===== config.mk =====
export PLATFORM = sky130hd
export DESIGN_NAME = nor_netlist_sequencer
export DESIGN_NICKNAME = d
export VERILOG_FILES = /design/src/rtl/nor_netlist_sequencer.sv
export SDC_FILE = /design/constraint.sdc
export NUM_CORES = 2
export LEC_CHECK = 0
export ABC_AREA = 1
export BUFFER_PORTS_ARGS = -buffer_cell sky130_fd_sc_hd__buf_4
export CORE_UTILIZATION = 45
export DETAILED_ROUTE_END_ITERATION = 10
export MAX_ROUTING_LAYER = met4
export SLEW_MARGIN = 10
export SYNTH_ARGS = -nofsm -noshare
export SYNTH_HDL_FRONTEND = slang
export SYNTH_SLANG_ARGS = --single-unit

===== constraint.sdc =====
create_clock -name clk -period 8.7 [get_ports clk]
set_clock_uncertainty 0.2 [all_clocks]
set_input_delay 0.435 -clock clk [delete_from_list [all_inputs] [get_ports clk]]
set_output_delay 0.435 -clock clk [all_outputs]
set_load 0.03 [all_outputs]

===== src/rtl/nor_netlist_sequencer.sv =====
// Programmable serial NOR2/INV netlist evaluator that evaluates one gate cell per cycle, following the MAGIC in-memory model.
// Optional NOR_SEQ_NOR3_EN: widens the instruction to {op[1:0], srcA, srcB, srcC} and adds a NOR3 opcode.
module nor_netlist_sequencer #(
    parameter int N_IN      = 7,
    parameter int MAX_GATES = 64,
    parameter int N_OUT     = 1,
    localparam int CELLS    = N_IN + MAX_GATES,
    localparam int IDXW     = $clog2(CELLS),
    localparam int GW       = $clog2(MAX_GATES + 1),
    localparam int AW       = $clog2(MAX_GATES),
    localparam int OSW      = (N_OUT > 1) ? $clog2(N_OUT) : 1
`ifdef NOR_SEQ_NOR3_EN
    , localparam int PW     = 2 + 3 * IDXW
`else
    , localparam int PW     = 1 + 2 * IDXW
`endif
) (
    input  logic             clk,
    input  logic             rst_n,
    input  logic             prog_we,
    input  logic [AW-1:0]    prog_addr,
    input  logic [PW-1:0]    prog_data,
    input  logic             out_we,
    input  logic [OSW-1:0]   out_sel,
    input  logic [IDXW-1:0]  out_idx,
    input  logic [GW-1:0]    n_gates,
    input  logic             start,
    input  logic [N_IN-1:0]  x,
    output logic             busy,
    output logic             done,
    output logic [N_OUT-1:0] z,
    output logic             err
);

    typedef enum logic [1:0] {
        ST_IDLE = 2'd0,
        ST_INIT = 2'd1,
        ST_EVAL = 2'd2,
        ST_FIN  = 2'd3
    } state_t;

    state_t             state_r;
    logic               busy_r;
    logic               done_r;
    logic [N_OUT-1:0]   z_r;
    logic               err_r;
    logic [CELLS-1:0]   cells_r;
    logic [GW-1:0]      g_r;
    logic [GW-1:0]      ng_r;
    logic [PW-1:0]      prog_mem_r [MAX_GATES];
    logic [IDXW-1:0]    outmap_r   [N_OUT];

    logic [PW-1:0]      ins_s;
    logic [IDXW-1:0]    src_a_s;
    logic [IDXW-1:0]    src_b_s;
    logic               gate_val_s;
    logic               gate_err_s;
    logic [IDXW-1:0]    tgt_s;
    logic [N_OUT-1:0]   z_next_s;
    logic               out_err_s;
    logic               ng_over_s;
    logic [GW-1:0]      ng_clamp_s;

    function automatic logic idx_ok(input logic [IDXW-1:0] i);
        return (32'(i) < 32'(CELLS));
    endfunction

    // Out-of-range cell reads return 0; the caller flags them separately.
    function automatic logic rd_cell(input logic [CELLS-1:0] c, input logic [IDXW-1:0] i);
        logic v;
        if (idx_ok(i)) begin
            v = c[i];
        end else begin
            v = 1'b0;
        end
        return v;
    endfunction

    assign busy = busy_r;
    assign done = done_r;
    assign z    = z_r;
    assign err  = err_r;

    // Requested gate count clamped to the program depth.
    always_comb begin
        ng_over_s  = (32'(n_gates) > 32'(MAX_GATES));
        ng_clamp_s = n_gates;
        if (ng_over_s) begin
            ng_clamp_s = GW'(MAX_GATES);
        end else begin
            ng_clamp_s = n_gates;
        end
    end

    // Decode and evaluate the gate selected by the gate counter.
    always_comb begin
        ins_s      = prog_mem_r[g_r[AW-1:0]];
        tgt_s      = IDXW'(N_IN) + IDXW'(g_r);
        gate_val_s = 1'b0;
        gate_err_s = 1'b0;
`ifdef NOR_SEQ_NOR3_EN
        src_a_s = ins_s[3*IDXW-1 -: IDXW];
        src_b_s = ins_s[2*IDXW-1 -: IDXW];
        case (ins_s[PW-1 -: 2])
            2'd0: begin
                gate_val_s = ~(rd_cell(cells_r, src_a_s) | rd_cell(cells_r, src_b_s));
                gate_err_s = ~idx_ok(src_a_s) | ~idx_ok(src_b_s);
            end
            2'd1: begin
                gate_val_s = ~rd_cell(cells_r, src_a_s);
                gate_err_s = ~idx_ok(src_a_s);
            end
            2'd2: begin
                gate_val_s = ~(rd_cell(cells_r, src_a_s) | rd_cell(cells_r, src_b_s)
                               | rd_cell(cells_r, ins_s[IDXW-1:0]));
                gate_err_s = ~idx_ok(src_a_s) | ~idx_ok(src_b_s) | ~idx_ok(ins_s[IDXW-1:0]);
            end
            default: begin
                gate_val_s = ~rd_cell(cells_r, src_a_s);
                gate_err_s = 1'b1;
            end
        endcase
`else
        src_a_s = ins_s[2*IDXW-1 -: IDXW];
        src_b_s = ins_s[IDXW-1:0];
        if (ins_s[PW-1] == 1'b0) begin
            gate_val_s = ~(rd_cell(cells_r, src_a_s) | rd_cell(cells_r, src_b_s));
            gate_err_s = ~idx_ok(src_a_s) | ~idx_ok(src_b_s);
        end else begin
            gate_val_s = ~rd_cell(cells_r, src_a_s);
            gate_err_s = ~idx_ok(src_a_s);
        end
`endif
    end

    // Output map lookup used when the run finishes.
    always_comb begin
        z_next_s  = '0;
        out_err_s = 1'b0;
        for (int k = 0; k < N_OUT; k++) begin
            z_next_s[k] = rd_cell(cells_r, outmap_r[k]);
            out_err_s   = out_err_s | ~idx_ok(outmap_r[k]);
        end
    end

    // Program and output-map memories, writable only while idle.
    always_ff @(posedge clk or negedge rst_n) begin
        if (!rst_n) begin
            for (int i = 0; i < MAX_GATES; i++) begin
                prog_mem_r[i] <= '0;
            end
            for (int k = 0; k < N_OUT; k++) begin
                outmap_r[k] <= '0;
            end
        end else begin
            if ((state_r == ST_IDLE) && prog_we) begin
                prog_mem_r[prog_addr] <= prog_data;
            end
            if ((state_r == ST_IDLE) && out_we && (32'(out_sel) < 32'(N_OUT))) begin
                outmap_r[out_sel] <= out_idx;
            end
        end
    end

    // Sequencer FSM with registered status outputs and the cell array.
    always_ff @(posedge clk or negedge rst_n) begin
        if (!rst_n) begin
            state_r <= ST_IDLE;
            busy_r  <= 1'b0;
            done_r  <= 1'b0;
            z_r     <= '0;
            err_r   <= 1'b0;
            cells_r <= '0;
            g_r     <= '0;
            ng_r    <= '0;
        end else begin
            done_r <= 1'b0;
            case (state_r)
                ST_IDLE: begin
                    if (start) begin
                        cells_r[N_IN-1:0] <= x;
                        ng_r              <= ng_clamp_s;
                        err_r             <= ng_over_s;
                        busy_r            <= 1'b1;
                        state_r           <= ST_INIT;
                    end
                end
                ST_INIT: begin
                    cells_r[CELLS-1:N_IN] <= '1;
                    g_r                   <= '0;
                    if (ng_r == '0) begin
                        busy_r  <= 1'b0;
                        state_r <= ST_FIN;
                    end else begin
                        state_r <= ST_EVAL;
                    end
                end
                ST_EVAL: begin
                    cells_r[tgt_s] <= gate_val_s;
                    err_r          <= err_r | gate_err_s;
                    g_r            <= g_r + GW'(1);
                    if (g_r == (ng_r - GW'(1))) begin
                        busy_r  <= 1'b0;
                        state_r <= ST_FIN;
                    end
                end
                ST_FIN: begin
                    z_r     <= z_next_s;
                    err_r   <= err_r | out_err_s;
                    done_r  <= 1'b1;
                    state_r <= ST_IDLE;
                end
                default: begin
                    busy_r  <= 1'b0;
                    state_r <= ST_IDLE;
                end
            endcase
        end
    end

endmodule


* Word-level counts from Yosys, hierarchy flattened *
Cells that the tools add are included.
W data, S select, Z words.

word-level totals
  register bits = 1058
  bits in latches = 0
  bits in writable memories = 0
  memory bits (read-only) = 0
  input port bits = 48
  output and inout port bits = 4
  word-level logic and storage cells = 168
  memories = 0

cells by class
  add/sub/neg operators = 3
  multiply operators = 0
  div/mod/pow operators = 0
  order comparisons = 15
  equal/unequal tests = 7
  shift-type cells = 0
  mux-type cells = 41
  bitwise logic cells = 11
  reductions and logical operators = 17

operators by type and width
  cell                   number
  $bwmux W960            1
  $pmux W64 S2           1
  $bmux W15 S6           1
  $demux W15 S6          1
  $bwmux W71             1
  $mux W15               3
  $lt A7 B8 Y1 const B   4
  $pmux W7 S2            2
  $bmux W1 S7            3
  $lt A7 B7 Y1 const B   3
  $mux W7                3
  $mux W1                18
  $ge A7 B7 Y1 const B   2
  $not A6 Y7             2
  $pmux W2 S4            1
  $reduce_and A2 Y1      4
  $add A3 B7 Y7 const A  1
  $add A7 B1 Y7 const B  1
  $bwmux W7              1
  $demux W1 S7           1
  $eq A7 B7 Y1           1
  $ge A7 B1 Y1 const B   1
  $gt A7 B7 Y1 const B   1
  $logic_not A7 Y1       1
  other kinds (16)       36

* Depth between registers and ports, before layout *
  depth after elaboration = 13
  depth in mapped cells = 28

* Worst setup path before layout *
OpenSTA, ideal clock, no wires.

  path type = register to register
  from = register g_r[0]
  to = register cells_r[0]
  arrival time = 3.264 ns
  data required time = 8.378 ns
  setup slack = 5.113 ns
  cell stages (with the launch flop) = 22
  clock period less this slack = 3.587 ns
  cells stage by stage = dfrtp_1 -> inv_2 -> buf_6 -> buf_6 -> buf_6 -> buf_6 -> buf_2 -> buf_2 -> buf_2 -> buf_1 -> ha_1 -> nand2_1 -> nand2_1 -> xor2_1 -> nand2_1 -> nor2_1 -> inv_1 -> nor2_1 -> inv_1 -> a21oi_1 -> a21boi_1 -> a21oi_1

between the ends
  longest elaborated chain between the ends = 13
  elaborated cells on any way between the ends = 27
  classes of those cells = add/sub (1); order compare (4); mux (17); bitwise (4); reduce/logical (1)

ends and longest elaborated chain
  element                                       line  RTL
  start, declared                               48    logic [GW-1:0] g_r;
  start signal, assigned                        201   g_r <= g_r + GW'(1);
  $not A6 Y7 (not written as such)              97    ins_s = prog_mem_r[g_r[AW-1:0]];
  $bmux W15 S6                                  97
  $mux W15 (not written as such) (2 in series)  97
  $bmux W1 S7                                   72    v = c[i];
  $mux W1 (not written as such)                 72
  $mux W1                                       71    if (idx_ok(i)) begin
  $mux W1                                       126   if (ins_s[PW-1] == 1'b0) begin
  $or A1 B1 Y1                                  127   gate_val_s = ~(rd_cell(cells_r, src_a_s) | rd_cell(cells_r, src_b_s));
  $not A1 Y1                                    127
  $mux W1                                       126
  $bwmux W71 (*)                                199   cells_r[tgt_s] <= gate_val_s;
  $pmux W7 S2 (*)                               178   case (state_r)
  end signal, assigned by index                 199
  end, declared                                 47    logic [CELLS-1:0] cells_r;

Mark *: on every way between the ends. The rest lies on a longest branch, timed or not. The select of a mux whose other input is x is not followed.
A chain may end at the register's enable or synchronous reset.

* Worst setup path after layout *
  from = register g_r[1]
  to = register cells_r[48]

between the ends
  longest elaborated chain between the ends = 13
  elaborated cells on any way between the ends = 27
  classes of those cells = add/sub (1); order compare (4); mux (17); bitwise (4); reduce/logical (1)

ends and longest elaborated chain
  element                                       line
  $not A6 Y7 (not written as such)              97
  $bmux W15 S6                                  97
  $mux W15 (not written as such) (2 in series)  97
  $bmux W1 S7                                   72
  $mux W1 (not written as such)                 72
  $mux W1                                       71
  $mux W1                                       126
  $or A1 B1 Y1                                  127
  $not A1 Y1                                    127
  $mux W1                                       126
  $bwmux W71 (*)                                199
  $pmux W64 S2 (*)                              178

Marked as above.

==> summary.txt <==
Critical path
  • Crit. End Element: flop
  • CP Cell Sequence: inv_8 > buf_4 > nand3_1 > nand2_1 > a21oi_1 > nor2_1 > nand2_1 > nand3_1 > buf_4 > nand2_1 > inv_1 > nand2_1 > nand3_1 > nand3_1 > nand3_1 > nand2_1 > nor2_1 > nor2_1 > nor2_2 > nor2_8 > nand2_8 > inv_2 > nand2_1 > nand2_1
  • WP data arrival: 6880 ps
  • Setup CP Type: reg2reg
  • CP Data Required Time: 9090 ps
  • Crit path max fanout: 88
  • Crit-path slowest cell: nand2_1
  • Most used cell, CP: nand2_1
  • Cell family with the largest share of critical-path delay: simple AND/OR/NAND/NOR gates
  • Startpoint types: flop
  • Worst Path Buf+Inv: 5
  • Max incr delay on CP: 790 ps

GRT
  • Vias in the first global route: 40.9k
  • First-pass GRT wire length: 255000 microns
  • Largest net degree at the start of global routing: 177
  • Initial antenna violation count: 1
  • Total GRT Usage: 29.2%
  • Gr ovfl total: 0

STA
  • Count of final hold-check violations: 0
  • Tmin final: 6490 ps
  • Slew Viols, Final: 0
  • Fmax: 154 MHz
  • RSZ-0062 raised after global routing: no
  • Worst Tran Pin Value: 1260 ps
  • Final setup viols: 0
  • Setup TNS: 0 ps
  • Period Utilization, post-route: 74.6%
  • Slew Limit Headroom: 15.7%

Power and ir drop
  • Lkg Pwr: 24.9 nW
  • Comb power frac: 2.5%
  • Psw: 2.36 mW
  • Sw frac: 22.6%
  • Total power: 10.5 mW
  • Maximum VDD drop: 174 uV
  • Clock network power share: 50.5%
  • Int Power: 8.11 mW
  • Part of the power in registers: 47.0%
  • Power per standard cell area: 188 mW/mm^2

Route
  • Final ANT Viol Nets: 0
  • Initial DRC Count: 4694
  • Final wirelength: 164000 microns
  • Wirelength per Cell: 21.2 microns
  • Vias per cell: 5.67
  • DRC: 0
  • Via count: 43.8k
  • DR pass1 iterations: 6

Yosys
  • Yosys reg bits: 1058
  • Largest area contributor in the netlist: dfrtp_1
  • Register area share after synthesis: 51.9%
  • Area fraction of the dominant cell type after synthesis: 51.9%
  • Mapped cell area: 0.0510 sq mm
  • Main synth FF type: dfrtp_1
  • Mean Syn Cell Area: 7.97 sq um
  • Yosys cell types: 57
  • Synth warn: 0
  • Async SR Flop Fraction: 100%
  • Synth top cells by count: nand2_1 (1589), o21ai_0 (1375), dfrtp_1 (1058)
  • Top area cells in the synthesized netlist: dfrtp_1 (52%), o21ai_0 (13%), nand2_1 (12%), nor2_1 (4.8%), nand3_1 (3.3%)
  • Most common cell in the netlist: nand2_1
  • Post-Syn Nets: 6459
  • Post-Syn Instances: 6404
  • EDFF count, synth: 0

Clock tree
  • Htree depth: 3
  • Postcts setup bufs: 0
  • Clk buf depth: 3
  • Clock Latency Late Sink: 720 ps
  • Hold_buf cts: 31
  • Clk slew on worst S/H paths: 60 ps
  • Clk root buf: clkbuf_16
  • CTS Buf Count: 117
  • Post_cts resized: 0
  • CTS tree: done
  • Num Clock Sinks: 1058

Cells and area
  • Multi-input gate area: 0.0210 sq mm
  • Layout area overhead: 9.40%
  • Core Util, Final: 49.6%
  • ANT cells: 0
  • NumNets Final: 6187
  • Register Area: 0.0265 sq mm
  • Layout cell share with drive strength beyond 1: 7.00%
  • Fillers: 11.0k

Die
  • Core area: 0.112 sq mm
  • Top Ports: 52
  • Horiz. Die Dim: 339 microns
  • Row cnt: 123
  • Die Height: 339 microns
  • Initial Utilization: 45.3%
  • Die area: 0.115 sq mm

Job
  • Max-cap check violation count: 0

Run status
  • Status: complete, no violations

Placement
  • Number of buffers added on ports: 51
  • GP Congestion: 0.950
  • Placed wire-length estimate: 96200 microns

Hold path
  • Min-delay worst type: in2async
## cell usage in the layout, fill, tap and decap left out, types with 5 or more instances in the layout
master / instances
a21oi_1: 132
buf_12: 9
buf_4: 106
bufinv_16: 11
clkbuf_1: 14
clkbuf_16: 118
clkbuf_8: 39
clkinv_2: 23
clkinvlp_4: 7
dfrtp_1: 1055
dlygate4sd3_1: 31
ha_1: 7
inv_1: 226
inv_2: 26
nand2_1: 1589
nand3_1: 341
nand3b_1: 13
nand4_1: 15
nor2_1: 652
nor2_4: 5
nor3_1: 17
nor4_1: 5
nor4_2: 6
o211ai_1: 56
o21ai_0: 1375
o21ai_1: 65
o21ai_2: 50
o221ai_1: 41
o22ai_1: 115
or2_1: 5
or2_2: 6
xor2_1: 10
## per-layer routing
metal	part of all wire (%)	wire, microns	track usage (%)	vias up
met4	2.9	4720	8.28	0
met2	45	74300	44.2	1449
li1	-	-	-	20700
met5	0	0	-	-
met3	6.4	10400	3.57	259
met1	45	74400	41.4	21500
## cell type report
cell class	count	area share [%]
flip-flops and latches	1058	47.5
multi-input cells	4553	37.7
clock buffers	171	6.35
well taps	1500	3.36
repair buffers	147	2.33
inverters	255	1.74
clock inverters	49	1.10
## per-stage QoR
| step | hold WS (ps) | std cells | setup slack, ps | area, sq um |
|---|---|---|---|---|
| after global placement | 260 | 7482 | 2450 | 51400 |
| after floorplan | -60.6 | 6404 | 5110 | 51000 |
| after CTS | 118 | 7733 | 2370 | 55800 |
| after global routing | 136 | 7733 | 1760 | 55800 |
| after detailed placement | 261 | 7482 | 2400 | 51400 |
| final | 85.2 | 7733 | 2210 | 55800 |
## kinds of logic (layout without fill, tap and decap cells)
| family | count (synthesis) | after routing | synth area share, % |
|---|---|---|---|
| simple gates | 2675 | 2675 | 21.1 |
| compound gates | 1857 | 1857 | 19.6 |
| flops | 1058 | 1058 | 51.9 |
| buf+inv | 793 | 622 | 6.99 |
| xor+xnor | 13 | 13 | 0.223 |
| fa+ha+maj | 7 | 7 | 0.172 |
| mux | 1 | 1 | 0.0196 |
## sequential cells by signal, summed over array words and instances, names as in the netlist
signal	flops
busy	1
cells_r	71
done	1
err	1
g_r	7
ng_r	7
outmap_r	7
prog_mem_r	960
state_r	2
z	1
## final timing paths
check | from | endpoint | slack, ps | cells past startpoint
setup reg to reg | g_r[1] | cells_r[48] | 2210 | 24
max in group asynchronous | rst_n | prog_mem_r[554] | 6010 | 4
setup / recovery | g_r[1] | cells_r[48] | 2210 | 24
min in group clk | out_we | outmap_r[2] | 180 | 4
hold / removal | rst_n | prog_mem_r[251] | 90 | 2
hold reg to reg | prog_mem_r[619] | prog_mem_r[619] | 280 | 2
## power by group through the flow
stage / clock (mW) / sequential, mW / combinational, mW
after floorplan: 0 / 5.01 / 0.0673
after global placement: 0 / 5.01 / 0.256
after detailed placement: 0 / 5.01 / 0.255
after CTS: 5.37 / 4.92 / 0.264
after global routing: 5.55 / 4.92 / 0.287
final: 5.29 / 4.93 / 0.259
Note: power is estimated with default switching activity, not from simulation.
